[src/rtl/mux_scan_nx1.sv]
// Registered N_CH x WIDTH multiplexer with valid/ready output, manual select or
// round-robin scan with a per-channel dwell. Optional macro SCAN_MASK_EN adds a scan channel mask.
module mux_scan_nx1 #(
  parameter int N_CH  = 8,
  parameter int WIDTH = 4,
  parameter int SEL_W = 3,
  parameter int DWELL = 4
) (
  input  logic                    CLK,
  input  logic                    RST,
  input  logic [N_CH*WIDTH-1:0]   I,
  input  logic [SEL_W-1:0]        S,
  input  logic                    MODE,
  input  logic                    EN,
  input  logic                    Q_READY,
`ifdef SCAN_MASK_EN
  input  logic [N_CH-1:0]         MASK,
`endif
  output logic [WIDTH-1:0]        Q,
  output logic                    Q_VALID,
  output logic [SEL_W-1:0]        CH,
  output logic                    ERR
);

  localparam int                 CNT_W    = (DWELL > 1) ? $clog2(DWELL) : 1;
  localparam logic [CNT_W-1:0]   CNT_LAST = CNT_W'(DWELL - 1);
  localparam logic [SEL_W:0]     N_CH_L   = (SEL_W + 1)'(N_CH);
  localparam logic [SEL_W-1:0]   CH_LAST  = SEL_W'(N_CH - 1);

  typedef enum logic [1:0] {ST_IDLE, ST_MAN, ST_SCAN} state_t;

  state_t             r_state, w_state_nxt;
  logic [WIDTH-1:0]   r_q;
  logic               r_q_valid;
  logic [SEL_W-1:0]   r_ch;
  logic               r_err;
  logic [SEL_W-1:0]   r_ptr, w_ptr_nxt;
  logic [CNT_W-1:0]   r_cnt, w_cnt_nxt;

  logic               w_slot_free;
  logic               w_s_bad;
  logic [SEL_W-1:0]   w_s_safe;
  logic [SEL_W-1:0]   w_scan_ch;
  logic               w_scan_any;
  logic [SEL_W-1:0]   w_ptr_inc;
  logic               w_cap;
  logic [SEL_W-1:0]   w_cap_ch;
  logic [WIDTH-1:0]   w_cap_word;
  logic               w_err;

  assign w_slot_free = !r_q_valid || Q_READY;
  assign w_s_bad     = {1'b0, S} >= N_CH_L;
  assign w_s_safe    = w_s_bad ? '0 : S;
  assign w_ptr_inc   = (w_scan_ch == CH_LAST) ? '0 : w_scan_ch + SEL_W'(1);

`ifdef SCAN_MASK_EN
  // Rotate the mask so bit 0 is the pointer, then take the nearest enabled offset.
  logic [N_CH-1:0]  w_rot;
  logic [SEL_W-1:0] w_off;
  logic [SEL_W:0]   w_sum;

  assign w_rot = N_CH'({MASK, MASK} >> r_ptr);

  always_comb begin
    w_off      = '0;
    w_scan_any = 1'b0;
    for (int k = N_CH - 1; k >= 0; k--) begin
      if (w_rot[k]) begin
        w_off      = SEL_W'(k);
        w_scan_any = 1'b1;
      end
    end
    w_sum = {1'b0, r_ptr} + {1'b0, w_off};
    if (w_sum >= N_CH_L) w_sum = w_sum - N_CH_L;
    w_scan_ch = w_sum[SEL_W-1:0];
  end
`else
  assign w_scan_ch  = r_ptr;
  assign w_scan_any = 1'b1;
`endif

  always_comb begin
    // NOTE: every output of this block gets a default first so no path can infer a latch.
    w_state_nxt = r_state;
    w_ptr_nxt   = r_ptr;
    w_cnt_nxt   = r_cnt;
    w_cap       = 1'b0;
    w_cap_ch    = S;
    w_err       = 1'b0;
    case (r_state)
      ST_IDLE: begin
        if (EN) begin
          w_state_nxt = MODE ? ST_SCAN : ST_MAN;
          w_cnt_nxt   = '0;
        end
      end
      ST_MAN: begin
        if (!EN) begin
          w_state_nxt = ST_IDLE;
        end else begin
          if (w_slot_free) begin
            if (w_s_bad) w_err = 1'b1;
            else         w_cap = 1'b1;
          end
          if (MODE) begin
            w_state_nxt = ST_SCAN;
            w_ptr_nxt   = w_s_safe;
            w_cnt_nxt   = '0;
          end
        end
      end
      ST_SCAN: begin
        if (!EN) begin
          w_state_nxt = ST_IDLE;
        end else begin
          // At the end of the dwell the counter waits for a free slot, so no channel is skipped.
          if (r_cnt == CNT_LAST) begin
            if (w_slot_free && w_scan_any) begin
              w_cap     = 1'b1;
              w_cap_ch  = w_scan_ch;
              w_ptr_nxt = w_ptr_inc;
              w_cnt_nxt = '0;
            end
          end else begin
            w_cnt_nxt = r_cnt + CNT_W'(1);
          end
          if (!MODE) begin
            w_state_nxt = ST_MAN;
            w_cnt_nxt   = '0;
          end
        end
      end
      default: w_state_nxt = ST_IDLE;
    endcase
  end

  always_comb begin
    w_cap_word = '0;
    for (int k = 0; k < N_CH; k++) begin
      if (w_cap_ch == SEL_W'(k)) w_cap_word = I[k*WIDTH +: WIDTH];
    end
  end

  always_ff @(posedge CLK or posedge RST) begin
    if (RST) begin
      r_state   <= ST_IDLE;
      r_q       <= '0;
      r_q_valid <= 1'b0;
      r_ch      <= '0;
      r_err     <= 1'b0;
      r_ptr     <= '0;
      r_cnt     <= '0;
    end else begin
      // NOTE: non-blocking assignments so every register samples pre-edge values.
      r_state <= w_state_nxt;
      r_ptr   <= w_ptr_nxt;
      r_cnt   <= w_cnt_nxt;
      r_err   <= w_err;
      if (w_cap) begin
        r_q       <= w_cap_word;
        r_ch      <= w_cap_ch;
        r_q_valid <= 1'b1;
      end else if (Q_READY) begin
        r_q_valid <= 1'b0;
      end
    end
  end

  assign Q       = r_q;
  assign Q_VALID = r_q_valid;
  assign CH      = r_ch;
  assign ERR     = r_err;

endmodule

[config.mk]
export PLATFORM = sky130hd
export DESIGN_NAME = mux_scan_nx1
export DESIGN_NICKNAME = d
export VERILOG_FILES = /design/src/rtl/mux_scan_nx1.sv
export SDC_FILE = /design/constraint.sdc
export NUM_CORES = 1
export LEC_CHECK = 0
export ABC_AREA = 1
export CAP_MARGIN = 20
export CELL_PAD_IN_SITES_DETAIL_PLACEMENT = 1
export CELL_PAD_IN_SITES_GLOBAL_PLACEMENT = 1
export CORE_AREA = 2 2 56 97
export CTS_CLUSTER_DIAMETER = 50
export DETAILED_ROUTE_END_ITERATION = 8
export DIE_AREA = 0 0 58 99
export PLACE_DENSITY_LB_ADDON = 0.1
export SLEW_MARGIN = 15
export SYNTH_ARGS = -nofsm -noshare
export SYNTH_HDL_FRONTEND = slang
export SYNTH_SLANG_ARGS = --single-unit
[constraint.sdc]
create_clock -name CLK -period 2.1 [get_ports CLK]
set_clock_uncertainty 0.1 [all_clocks]
set_input_delay 0.525 -clock CLK [delete_from_list [all_inputs] [get_ports CLK]]
set_output_delay 0.525 -clock CLK [all_outputs]
set_load 0.02 [all_outputs]
==> results of run 1 <==
[worst max-delay path, delay by kind of cell (launching register included)]
| family | cells | cell delay (ps) |
|---|---|---|
| and+or+nand+nor | 8 | 860 |
| buffers and inverters | 3 | 310 |
| AOI/OAI and AO/OA | 1 | 190 |
| adders and majority gates | 1 | 150 |
| DFF | 1 | 390 |
[cell usage after synthesis (2+ instances only)]
cell type | n | share of area
nand2_1 | 48 | 0.14
inv_1 | 26 | 0.076
nand4_1 | 18 | 0.087
dfrtp_1 | 15 | 0.29
nor2_1 | 10 | 0.029
nand3_1 | 9 | 0.035
ha_1 | 8 | 0.078
a21oi_1 | 7 | 0.027
o21ai_0 | 7 | 0.027
o21ai_1 | 4 | 0.016
buf_2 | 2 | 0.0078
buf_4 | 2 | 0.012
inv_2 | 2 | 0.0058
mux2_2 | 2 | 0.017
nand2_2 | 2 | 0.0097
nor3_1 | 2 | 0.0078
nor3_2 | 2 | 0.016
o211ai_1 | 2 | 0.012
o21bai_1 | 2 | 0.012
[how the worst max path moves through the flow]
stage	from	endpoint	slack (ps)
CTS	r_state[0]$_DFFE_PP0P_	Q[0]$_DFFE_PP0P_	4
global placement	Q_READY	Q[0]$_DFFE_PP0P_	-510
detailed placement	Q_READY	Q[0]$_DFFE_PP0P_	-550
global route	r_state[0]$_DFFE_PP0P_	Q[1]$_DFFE_PP0P_	-140
finish	r_state[0]$_DFFE_PP0P_	Q[0]$_DFFE_PP0P_	-3
floorplan	r_state[0]$_DFFE_PP0P_	Q[0]$_DFFE_PP0P_	70
[repair_timing]
item,CTS,global route
resized for setup,19,16
setup endpoints to repair,4,4
cloned,1,1
pin swaps,8,11
setup buffers,6,1
[cells by family (layout without fill, tap and decap cells)]
kind of cell | Yosys count | in the layout | share of synthesized area
buffers and inverters | 34 | 111 | 0.113
and+or+nand+nor | 96 | 96 | 0.369
muxes | 2 | 2 | 0.0175
DFF | 15 | 15 | 0.291
adders and majority gates | 8 | 8 | 0.0776
AOI/OAI and AO/OA | 27 | 27 | 0.130
other | 1 | 1 | 0.00291
[layer usage]
layer / GRT usage / up-vias
met5: 0 / -
met4: 0.0519 / 0
met3: 0.0197 / 6
met2: 0.361 / 33
met1: 0.145 / 747
li1: - / 762
[metrics by stage]
step	instances	setup WS, ps
final	314	-3.38
after global routing	314	-143
after CTS	312	3.91
after detailed placement	302	-550
after global placement	302	-512
after floorplan	183	71.2
[report_power, final]
part	total [mW]	switching (mW)	internal (mW)
registers	0.516	0.0978	0.418
clock network	0.251	0.116	0.135
logic	1.08	0.568	0.511
total	1.85	0.782	1.06
[layout make-up]
cell class,instances,share of cell area
multi-input combinational,134,0.401
timing repair buffer,79,0.327
sequential,15,0.172
inverter,28,0.0492
tap,54,0.0309
clock buffer,4,0.0206
[state kept, by name (all words and copies together) (netlist names)]
signal and flops:
Q_VALID 1, CH 3, r_cnt 2, Q 4, r_ptr 3, r_state 2
==> impl_metrics.json, run 1 <==
{
  "status": "finished, violations left",
  "violations": "setup timing",
  "final_util": 0.443,
  "r2r_cells": 13,
  "min_to": "CH[2]$_DFFE_PP0P_",
  "rows": 34,
  "fin_crit_sh": 1.00,
  "wirelength_mm": 4.81,
  "core_area_um2": 4930,
  "placed_area_um2": 1970,
  "async_flop_share": 1.00,
  "critPathMaxStageDelay_ps": 390,
  "timing.rr.end": "Q[0]$_DFFE_PP0P_",
  "fmax_ghz": 0.475,
  "setup_ws_ps": -3.38,
  "die_h_um": 99,
  "top_layer": "met4",
  "cp_cell_sequence": "inv_2 > ha_4 > nand2_4 > inv_4 > nand3_4 > nand2_2 > nand2_4 > buf_2 > nand3_1 > nand3_2 > nor2_2 > nand4_1 > o21a_1",
  "ys_warn_count": 0,
  "avgSynthCellArea_um2": 7.05,
  "whs_ps": 390,
  "clkLatencyLatePin_ps": 260,
  "synth_cells": 183,
  "worstPathMaxFanout": 7,
  "power_mw": 1.85,
  "vias": 1548,
  "ios": 49,
  "mostFrequentLayoutCell": "clkdlybuf4s50_1",
  "regToRegSetupSlack_ps": -3,
  "holdCritStartpoint": "CH[2]$_DFFE_PP0P_",
  "power.leakage_nw": 1.08,
  "worstPathRequired_ps": 2150,
  "fin_crit_ps": 2100,
  "initialDrtViolationCount": 22,
  "critPathMostFrequentCell": "nand2_4",
  "crit_type": "reg2reg",
  "p_per_area_nw_per_um2": 845,
  "htree_levels": 1,
  "regArea_um2": 375,
  "synth_cell_types": 32,
  "hp-class": "reg2reg",
  "drc": 0,
  "cp-start-kind": "register",
  "holdBufCountCts": 0,
  "drt-met1-wl_mm": 1.51,
  "synth_top_flop_cell": "dfrtp_1",
  "final_area_um2": 2190,
  "n_fill_cell": 624,
  "place.port_buffers": 47,
  "hold_violations": 0,
  "dr.pass1.iters": 4,
  "dieWidth_um": 58,
  "vias_per_cell": 4.93,
  "setup_viol": 1,
  "dr_wl_met2_mm": 3.04,
  "rsz0062_at_grt": "yes",
  "vdd_drop_max_mv": 0.496,
  "die-area_um2": 5740,
  "first_global_vias": 1721,
  "tns_ps": -3.38,
  "grt_pass1_wl_mm": 7.41,
  "synth_edf_count": 0,
  "drv_slew": 0,
  "routabilityCongestion": 0.764,
  "layout_common_cells": "clkdlybuf4s50_1 (45), nand2_1 (43), buf_4 (27), inv_1 (23), nand4_1 (18)",
  "synth-seq-cells": 15,
  "final_nets": 309,
  "tritoncts": "built",
  "grt_max_degree": 17,
  "clk_pin_slew_ps": 60,
  "cts_root_buffer": "clkbuf_8",
  "arrival_ps": 2150,
  "start_util": 0.261,
  "drv_cap": 0,
  "crit_path_top_delay_cell": "dfrtp_1",
  "wl_met3_um": 210,
  "antenna_found_initial": 0,
  "hpwl_mm": 3.71,
  "ys_seq_area_frac": 0.291,
  "ctsLongestPathBuffers": 2,
  "grtUsageTotal": 0.167,
  "syn_area_um2": 1290,
  "cts_buffers": 3,
  "syn_nets": 231,
  "whs_path_depth": 2,
  "area_growth_pct": 69.4,
  "wl_per_cell_um": 15.3,
  "rr_startpoint": "r_state[0]$_DFFE_PP0P_",
  "antenna_cells": 0,
  "cts_sinks": 15,
  "drive_above_1_share": 0.269,
  "multi_input_comb_area_um2": 876,
  "grt_overflow": 0,
  "ant_nets": 0,
  "endpoint_kind": "register"
}
Power figures use the tool's default switching activity.
==> run 2, diff against run 1 <==
Settings changed: SKIP_LAST_GASP from default to 1.
==> impl_metrics.json, run 2 (synthesized netlist as in run 1, its figures left out) <==
{
  "status": "finished, violations left",
  "violations": "setup timing",
  "place.port_buffers": 47,
  "multi_input_comb_area_um2": 860,
  "p_per_area_nw_per_um2": 848,
  "grt_util_met3": 0.0197,
  "start_util": 0.261,
  "hpwl_mm": 3.71,
  "first_global_vias": 1721,
  "vdd_drop_max_mv": 0.496,
  "cp-start-kind": "register",
  "cts_root_buffer": "clkbuf_8",
  "grt_overflow": 0,
  "power_mw": 1.85,
  "htree_levels": 1,
  "setup_viol": 1,
  "globalRouteMet2Util": 0.361,
  "cp-startpoint": "r_state[0]$_DFFE_PP0P_",
  "ctsLongestPathBuffers": 2,
  "worstPathRequired_ps": 2150,
  "cts_buffers": 3,
  "rsz0062_at_grt": "yes",
  "dr.pass1.iters": 4,
  "core_area_um2": 4930,
  "endpoint_kind": "register",
  "dp_slack_ps": -550,
  "cts_sinks": 15,
  "vias": 1547,
  "whs_ps": 389,
  "regToRegSetupSlack_ps": -30,
  "largest_reg_flops": 4,
  "wl_per_cell_um": 15.2,
  "rows": 34,
  "grt_max_degree": 17,
  "n_fill_cell": 630,
  "clk_pin_slew_ps": 60,
  "timing.rr.end": "Q[1]$_DFFE_PP0P_",
  "drive_above_1_share": 0.254,
  "critPathCapture": "Q[1]$_DFFE_PP0P_",
  "final_util": 0.441,
  "hp-class": "reg2reg",
  "holdBufCountCts": 0,
  "fmax_ghz": 0.468,
  "arrival_ps": 2190,
  "rr_startpoint": "r_state[0]$_DFFE_PP0P_",
  "grt.busiest_layer": "met2",
  "area_growth_pct": 68.9,
  "wirelength_mm": 4.77,
  "whs_path_depth": 2,
  "worstPathMaxFanout": 7,
  "fin_crit_ps": 2130,
  "power_frac_comb": 0.584,
  "dieWidth_um": 58,
  "regArea_um2": 375,
  "final_nets": 309,
  "grt_pass1_wl_mm": 7.41,
  "finalNonFillerCells": 314,
  "drv_slew": 0,
  "mostFrequentLayoutCell": "clkdlybuf4s50_1",
  "vias_per_cell": 4.93,
  "crit_type": "reg2reg",
  "die-area_um2": 5740,
  "p_switching_uw": 781,
  "ios": 49,
  "clkLatencyLatePin_ps": 260,
  "fin_crit_sh": 1.02,
  "antenna_cells": 0,
  "hold_violations": 0,
  "drc": 0,
  "pwr-share-clk": 0.136,
  "grt_util_met1": 0.145,
  "grtUsageTotal": 0.167,
  "p_int_mw": 1.07,
  "power_frac_seq": 0.280,
  "tritoncts": "built",
  "place_inst": 302,
  "ant_nets": 0,
  "initialDrtViolationCount": 21,
  "r2r_cells": 14,
  "layout_common_cells": "clkdlybuf4s50_1 (45), nand2_1 (43), buf_4 (28), inv_1 (23), nand4_1 (18)",
  "power.leakage_nw": 1.07,
  "switching_share": 0.423,
  "drv_cap": 0,
  "die_h_um": 99,
  "setup_ws_ps": -34.5,
  "antenna_found_initial": 0,
  "routabilityCongestion": 0.764
}
run 2: cell counts in the layout (fill, tap and decap cells not counted):
No cell type changed its count.
run 2: how the worst min path moves through the flow:
stage                         startpoint                    to  slack (ps)
floorplan                            RST     CH[0]$_DFFE_PP0P_         330
global placement        Q[2]$_DFFE_PP0P_      Q[2]$_DFFE_PP0P_         380
finish                 CH[2]$_DFFE_PP0P_     CH[2]$_DFFE_PP0P_         390
detailed placement     CH[2]$_DFFE_PP0P_     CH[2]$_DFFE_PP0P_         380
global route        r_cnt[0]$_DFFE_PP0P_  r_cnt[0]$_DFFE_PP0P_         420
CTS                    CH[2]$_DFFE_PP0P_     CH[2]$_DFFE_PP0P_         390
run 2: layout make-up:
class,instances,share of cell area
multi-input cells,134,0.395
well taps,54,0.0310
clock buffers,4,0.0207
flip-flops and latches,15,0.172
repair buffers,79,0.332
inverters,28,0.0494
run 2: metal layers:
| metal | vias to the layer above | part of all wire |
|---|---|---|
| li1 | 763 | - |
| met1 | 746 | 0.32 |
| met2 | 30 | 0.63 |
| met3 | 8 | 0.041 |
| met4 | 0 | 0.017 |
| met5 | - | 0 |
run 2: power by group through the flow:
stage	clock, mW	combinational [mW]	sequential, mW
floorplan	0	0.482	0.582
global placement	0	0.994	0.500
detailed placement	0	1.02	0.509
CTS	0.254	1.07	0.516
global route	0.265	1.20	0.536
finish	0.251	1.08	0.517
run 2: through the flow:
stage,setup TNS (ps),instance area (um^2)
detailed placement,-3660,1970
global placement,-3420,1970
CTS,-2.68,2110
global route,-461,2180
finish,-34.5,2180
floorplan,0,1290
run 2: what timing repair did:
item,CTS,global route
setup endpoints to repair,4,4
setup buffers,6,1
gates resized for setup,18,17
cloned,1,1
pin swaps,8,14
run 2: critical path, cell delays in order (launching register included):
cell and delay, ps:
dfrtp_1 390, inv_2 80, ha_4 150, nand2_4 60
inv_4 70, nand3_4 150, nand2_2 150, nand2_4 70
buf_6 130, nand4_1 90, nand3_1 130, o21bai_1 210
nand4_1 120, nand2_1 80, nand2_1 50
==> run 3, diff against run 2 <==
Settings changed: SLEW_MARGIN 15 to 0.
==> results of run 3 <==
The final DEF is identical to that of run 2; final timing and power are the same.
